<file path="src/rtl/id_forward_scoreboard.sv">
// ID-stage hazard/forwarding unit: shift scoreboard of in-flight writes, youngest-match operand forwarding.
// Latency: stall, fwd_sel_* and *_data are combinational (0 cycles); the scoreboard advances one stage per clock.
// Backpressure: stall holds PC/IF_ID and bubbles ID_EX only while a youngest matching producer is not ready.
// Optional stall-cycle counter (stall_cnt port) is built when ID_SB_PERF_CNT_EN is defined.
module id_forward_scoreboard #(
   parameter int AW       = 5,
   parameter int DW       = 32,
   parameter int DEPTH    = 3,
   parameter int LOAD_LAT = 1,
   localparam int SW      = $clog2(DEPTH + 1)
) (
   input  logic                clk,
   input  logic                rst_n,
   input  logic                issue_valid,
   input  logic                issue_wen,
   input  logic                issue_load,
   input  logic [AW-1:0]       issue_waddr,
   input  logic                need_rs,
   input  logic                need_rt,
   input  logic [AW-1:0]       rs_addr,
   input  logic [AW-1:0]       rt_addr,
   input  logic [DW-1:0]       rf_rs_data,
   input  logic [DW-1:0]       rf_rt_data,
   input  logic [DEPTH*DW-1:0] stage_data,
   input  logic                flush,
   output logic                stall,
   output logic [SW-1:0]       fwd_sel_rs,
   output logic [SW-1:0]       fwd_sel_rt,
   output logic [DW-1:0]       rs_data,
   output logic [DW-1:0]       rt_data
`ifdef ID_SB_PERF_CNT_EN
   ,
   output logic [31:0]         stall_cnt
`endif
);

   localparam int RW = (DEPTH > 1) ? $clog2(DEPTH) : 1;

   typedef struct packed {
      logic          v;
      logic [AW-1:0] waddr;
      logic [RW-1:0] rdy_at;
   } entry_t;

   typedef struct packed {
      logic          pend;
      logic [SW-1:0] sel;
      logic [DW-1:0] data;
   } res_t;

   entry_t [DEPTH-1:0] sb;
   entry_t             new_e;
   res_t               res_rs;
   res_t               res_rt;

   // Scanning oldest to youngest lets the youngest match overwrite older ones.
   function automatic res_t lookup(
      input logic               need,
      input logic [AW-1:0]      addr,
      input logic [DW-1:0]      rf,
      input entry_t [DEPTH-1:0] e,
      input logic [DEPTH*DW-1:0] sd
   );
      res_t r;
      r.pend = 1'b0;
      r.sel  = '0;
      r.data = rf;
      if (need && (addr != '0)) begin
         for (int k = DEPTH - 1; k >= 0; k--) begin
            if (e[k].v && (e[k].waddr == addr)) begin
               if (RW'(k) >= e[k].rdy_at) begin
                  r.pend = 1'b0;
                  r.sel  = SW'(k + 1);
                  r.data = sd[k*DW +: DW];
               end else begin
                  r.pend = 1'b1;
                  r.sel  = '0;
                  r.data = rf;
               end
            end
         end
      end
      return r;
   endfunction

   assign res_rs = lookup(need_rs, rs_addr, rf_rs_data, sb, stage_data);
   assign res_rt = lookup(need_rt, rt_addr, rf_rt_data, sb, stage_data);

   assign stall      = issue_valid & (res_rs.pend | res_rt.pend);
   assign fwd_sel_rs = res_rs.sel;
   assign fwd_sel_rt = res_rt.sel;
   assign rs_data    = res_rs.data;
   assign rt_data    = res_rt.data;

   // A stalled instruction stays in ID, so only its eventual issue enters the scoreboard.
   assign new_e.v      = issue_valid & issue_wen & ~stall & (issue_waddr != '0);
   assign new_e.waddr  = issue_waddr;
   assign new_e.rdy_at = issue_load ? RW'(LOAD_LAT) : '0;

   always_ff @(posedge clk or negedge rst_n) begin
      if (!rst_n) begin
         sb <= '0;
      end else if (flush) begin
         sb <= '0;
      end else begin
         sb[0] <= new_e;
         for (int k = 1; k < DEPTH; k++) begin
            sb[k] <= sb[k-1];
         end
      end
   end

`ifdef ID_SB_PERF_CNT_EN
   // Free-running; flush does not clear it and it wraps naturally.
   always_ff @(posedge clk or negedge rst_n) begin
      if (!rst_n) begin
         stall_cnt <= '0;
      end else if (stall) begin
         stall_cnt <= stall_cnt + 32'd1;
      end
   end
`endif

endmodule
</file>
<file path="config.mk">
export PLATFORM = sky130hd
export DESIGN_NAME = id_forward_scoreboard
export DESIGN_NICKNAME = d
export VERILOG_FILES = /design/src/rtl/id_forward_scoreboard.sv
export SDC_FILE = /design/constraint.sdc
export NUM_CORES = 1
export LEC_CHECK = 0
export CORE_MARGIN = 2
export CORE_UTILIZATION = 36
export DETAILED_ROUTE_END_ITERATION = 16
export PLACE_DENSITY = 0.83
export SETUP_SLACK_MARGIN = 0.4
export SYNTH_ARGS = -nofsm -noshare
export SYNTH_HDL_FRONTEND = slang
export SYNTH_SLANG_ARGS = --single-unit
</file>
<file path="constraint.sdc">
create_clock -name clk -period 2.4 [get_ports clk]
set_input_delay 0.48 -clock clk [delete_from_list [all_inputs] [get_ports clk]]
set_output_delay 0.48 -clock clk [all_outputs]
set_load 0.02 [all_outputs]
</file>
==> results of run 1 <==
==> per-stage QoR <==
stage               cells  cell area [um^2]  TNS [ns]  util [%]
floorplan             476              4800         0         -
global placement      921              8150    -72.32      83.7
detailed placement    921              8150    -75.87      83.7
CTS                   956              9170    -17.51      94.2
==> cells in the mapped netlist (2+ instances only) <==
cell | count | share of area (%)
a221oi_1 | 32 | 7.8
o21a_1 | 18 | 3.8
nand2_1 | 39 | 4.1
a221o_1 | 2 | 0.56
or2_2 | 2 | 0.35
nand3_1 | 3 | 0.42
xnor2_1 | 16 | 3.9
a311oi_1 | 15 | 3.7
nor3_1 | 2 | 0.28
buf_6 | 6 | 1.9
xor2_1 | 14 | 3.4
a21oi_1 | 4 | 0.56
and3_1 | 2 | 0.35
a22o_1 | 17 | 4.2
o21ai_0 | 48 | 6.7
buf_2 | 17 | 2.4
nor3b_1 | 17 | 3.6
nor2_1 | 6 | 0.63
o221ai_1 | 15 | 3.7
or4_1 | 3 | 0.63
o2bb2ai_1 | 48 | 12
dfrtp_1 | 19 | 13
o211a_1 | 2 | 0.56
clkbuf_1 | 29 | 3.0
nor2b_1 | 50 | 8.7
and2_1 | 36 | 6.3
==> layer usage <==
metal  GRT usage [%]  overflow
met1            88.0         2
met2             116       379
met3            79.7         3
met4             106       158
met5            13.3         0
==> logic make-up after synthesis <==
group / share of synthesized area [%]
xor+xnor: 7.33
flops: 13.3
buf+inv: 7.61
compound gates: 45.6
simple gates: 26.2
==> timing repair <==
item	CTS
pin swaps	50
gates cloned	10
setup buffers	21
endpoints found under the setup margin	70
gates resized for setup	528
==> results.yml, run 1 <==
global_routing:
  grt_usage_pct: 94.5
  grt_remaining_overflow: 542
  grt_max_degree: 26
clocking:
  numCtsBuffers: 3
  ctsHoldBuffers: 0
  cts-htree-levels: 1
  clk_path_buf_depth: 2
  clkSinkCount: 19
  clock-root-buffer: "clkbuf_8"
logic_synthesis:
  synth_edf_count: 0
  ys_types: 40
  yosysWarnings: 0
  avgSynthCellArea_um2: 7.53
  syn_nets: 659
  synth_flop_cell: "dfrtp_1"
  syn_inst: 476
  synth_area_um2: 3580
  synth_seq_cells: 19
  ys_async_sr_fraction_pct: 100
  seq_area_frac_synth_pct: 13.3
placement:
  pre_cts_ws_ns: -1.23
  globalplace.congestion: 0.942
  io_buffer_count: 251
  dp_hpwl_um: 15600
floorplanning:
  rows: 36
  die_w_um: 104
  start_util_pct: 36.8
  pin_count: 252
  die_y_um: 104
sta:
  worstEpCategory: "top-level output"
  timing.grt.repair.worst_endpoint: "rt_data[9]"
run_status:
  lastStage: "5_1_grt"
  status: "aborted with a tool error"
  firstError: "[ERROR GRT-0232] Routing congestion too high. Check the congestion heatmap in the GUI."
==> run 2: changes to the inputs <==
--- a/config.mk
+++ b/config.mk
@@ -6,10 +6,9 @@
 export NUM_CORES = 1
 export LEC_CHECK = 0
 export CORE_MARGIN = 2
-export CORE_UTILIZATION = 36
+export CORE_UTILIZATION = 29
 export DETAILED_ROUTE_END_ITERATION = 16
-export PLACE_DENSITY = 0.83
-export SETUP_SLACK_MARGIN = 0.4
+export PLACE_DENSITY_LB_ADDON = 0.15
 export SYNTH_ARGS = -nofsm -noshare
 export SYNTH_HDL_FRONTEND = slang
 export SYNTH_SLANG_ARGS = --single-unit
==> results.yml, run 2 <==
critical_path:
  arrival_ns: 2.25
  path_class: "reg2out"
  max_stage_delay_ns: 0.45
  reg2regPathDepth: 7
  path_cells: "xor2_1 > nor4_2 > buf_4 > a31oi_4 > o21ai_4 > buf_6 > buf_12 > o2bb2ai_4 > buf_6"
  r2r_start: "sb[4]"
  cp_slowest_cell: "dfrtp_2"
  crit_buf_inv: 4
  r2r_slack_ns: 0.54
  crit_required_ns: 1.92
  cp_max_fo: 6
  path_delay_family: "buffers and inverters"
  critPathMostFrequentCell: "buf_6"
  endpoint_kind: "output port"
  worstReg2RegEnd: "sb[7]"
  startpoint_type: "register"
routing:
  drtIter0Drc: 326
  drc: 0
  ant_nets: 0
  wl_per_cell_um: 23.7
  dr.pass1.iters: 5
  num_vias: 5656
  wirelength_um: 22800
  avgViaCountPerCell: 5.87
logic_synthesis:
  synth_top_cells_by_count: "50 x nor2b_1, 48 x o21ai_0, 48 x o2bb2ai_1, 39 x nand2_1, 36 x and2_1"
  syn_nets: 659
  synth_flop_cell: "dfrtp_1"
  synth_top_cell_area_share_pct: 13.3
  synth_area_um2: 3580
  avgSynthCellArea_um2: 7.53
  yosysWarnings: 0
  synth_edf_count: 0
  syn_inst: 476
  ys_types: 40
  yosysMostFrequentCell: "nor2b_1"
  post-synth-top-area-cell: "dfrtp_1"
  synth_seq_cells: 19
  ys_async_sr_fraction_pct: 100
  seq_area_frac_synth_pct: 13.3
  synth_area_leaders: "dfrtp_1 13%, o2bb2ai_1 12%, nor2b_1 8.7%"
floorplanning:
  rows: 40
  start_util_pct: 29.7
  core_um2: 12100
  die_w_um: 115
  die_area_um2: 13300
  pin_count: 252
  die_y_um: 115
global_routing:
  grt_usage_pct: 31.0
  grt_pass1_vias: 5941
  antenna_found_initial: 0
  grt_pass1_wl_um: 32200
  grt_max_degree: 23
  grt_remaining_overflow: 0
power_and_ir_drop:
  internal_power_mw: 1.24
  powerDensity_nw_per_um2: 200
  p_sw_mw: 0.645
  p_seq_share_pct: 18.5
  p_clk_share_pct: 18.2
  combPwrFrac_pct: 63.3
  swShare_pct: 34.2
  leakage_nw: 3.45
  peakVddDrop_uv: 295
sta:
  setup_ws_ns: -0.335
  fin_skew_ns: 0.00154
  report.final.slew_viol_count: 0
  max_freq_mhz: 366
  setup_tns_ns: -18.87
  rsz0062_at_grt: "true"
  min_period_ns: 2.73
  hold_viol: 0
  period_share_pct: 114
  setup_violations: 68
  max_slew_margin_pct: 68.6
  tightest_slew_ns: 0.469
placement:
  io_buffer_count: 251
  dp_hpwl_um: 14000
  pre_cts_ws_ns: -1.14
  globalplace.congestion: 0.960
final_layout:
  regArea_um2: 478
  largest_reg_flops: 19
  fillers: 739
  layout_commonest_cell: "clkdlybuf4s50_1"
  reg.largest.list: "sb x19"
  final_util_pct: 78.1
  final_cell_mix: "172 x clkdlybuf4s50_1, 89 x buf_6, 57 x buf_4"
  area_delta_synth_final_pct: 163
  multi_input_area_um2: 4570
  n_antenna_cell: 0
  drive_gt1_share_pct: 47.4
  largest_register: "sb"
  fin_nets: 980
clocking:
  ctsHoldBuffers: 0
  clock_latency_ns: 0.25
  cts-htree-levels: 1
  clk_pin_slew_ns: 0.05
  clk_path_buf_depth: 2
  tritoncts: "yes"
  clkSinkCount: 19
  numCtsBuffers: 3
  clock-root-buffer: "clkbuf_16"
run_status:
  violations: "setup timing"
  status: "finished with violations"
flow_run:
  max-cap-violations: 0
min_path:
  hold_path_class: "in2async"
## run 2: cell counts after synthesis
Identical to the previous run, type by type.
## run 2: cells by family after synthesis
| family | synth area share, % |
|---|---|
| flops | 13.3 |
| buf+inv | 7.61 |
| simple gates | 26.2 |
| compound gates | 45.6 |
| xor+xnor | 7.33 |
## run 2: metal layers
layer  vias to the layer above  GRT usage [%]  routed length, um
met4                         0           14.5               1120
met1                      2727           35.7               8660
met2                       339           56.2              11500
met3                        85           4.64               1590
met5                         -              0                  0
li1                       2505              -                  -
## run 2: through the flow
| stage | instances | power, mW | instance area (um^2) | hold WS (ns) |
|---|---|---|---|---|
| floorplan | 476 | 0.681 | 3580 | 0.184 |
| global placement | 913 | 1.23 | 6730 | 0.556 |
| detailed placement | 913 | 1.24 | 6730 | 0.559 |
| CTS | 954 | 1.79 | 8850 | 0.565 |
| global route | 964 | 1.96 | 9420 | 0.582 |
| finish | 964 | 1.89 | 9420 | 0.557 |
## run 2: how the worst max path moves through the flow
stage	from	to	slack [ns]	cells past startpoint
after floorplan	rt_addr[0]	rt_data[11]	0.01	7
after global placement	rs_addr[2]	rs_data[2]	-1.14	8
after detailed placement	rs_addr[2]	rs_data[2]	-1.14	8
after CTS	sb[11]	rt_data[9]	-0.31	8
after global routing	sb[5]	rt_data[22]	-0.40	9
final	sb[4]	rs_data[2]	-0.33	9
## run 2: final cells by class
type | instances | area share (%)
Sequential cell | 19 | 5.07
Multi-Input combinational cell | 403 | 48.5
Timing Repair Buffer | 369 | 43.3
Clock inverter | 1 | 0.0531
Inverter | 1 | 0.0398
Clock buffer | 3 | 0.797
Tap cell | 168 | 2.23
## run 2: repair_timing
| item | in CTS | in global routing |
|---|---|---|
| gates cloned | 13 | 2 |
| gates resized for setup | 696 | 102 |
| setup buffers | 25 | 14 |
| pin swaps | 88 | 28 |
| endpoints found under the setup margin | 69 | 69 |
## run 2: power groups by stage
stage	Combinational [mW]	Clock [mW]	Sequential (mW)
3_5_place_dp	0.888	0	0.352
5_1_grt	1.25	0.362	0.351
6_report	1.19	0.343	0.349
2_1_floorplan	0.332	0	0.348
3_3_place_gp	0.879	0	0.351
4_1_cts	1.10	0.344	0.347
(Power assumes the default switching activity.)
==> run 3: changes to the inputs <==
--- a/config.mk
+++ b/config.mk
@@ -8,7 +8,9 @@
 export CORE_MARGIN = 2
 export CORE_UTILIZATION = 29
 export DETAILED_ROUTE_END_ITERATION = 16
+export HOLD_SLACK_MARGIN = 0.15
 export PLACE_DENSITY_LB_ADDON = 0.15
+export SLEW_MARGIN = 30
 export SYNTH_ARGS = -nofsm -noshare
 export SYNTH_HDL_FRONTEND = slang
 export SYNTH_SLANG_ARGS = --single-unit
==> results of run 3 <==
No change in the layout: final DEF, timing and power equal those of run 2.
==> run 4: changes to the inputs <==
--- a/config.mk
+++ b/config.mk
@@ -7,6 +7,7 @@
 export LEC_CHECK = 0
 export CORE_MARGIN = 2
 export CORE_UTILIZATION = 29
+export CTS_CLUSTER_DIAMETER = 100
 export DETAILED_ROUTE_END_ITERATION = 16
 export HOLD_SLACK_MARGIN = 0.15
 export PLACE_DENSITY_LB_ADDON = 0.15
==> results of run 4 <==
No change in the layout: final DEF, timing and power equal those of run 2.
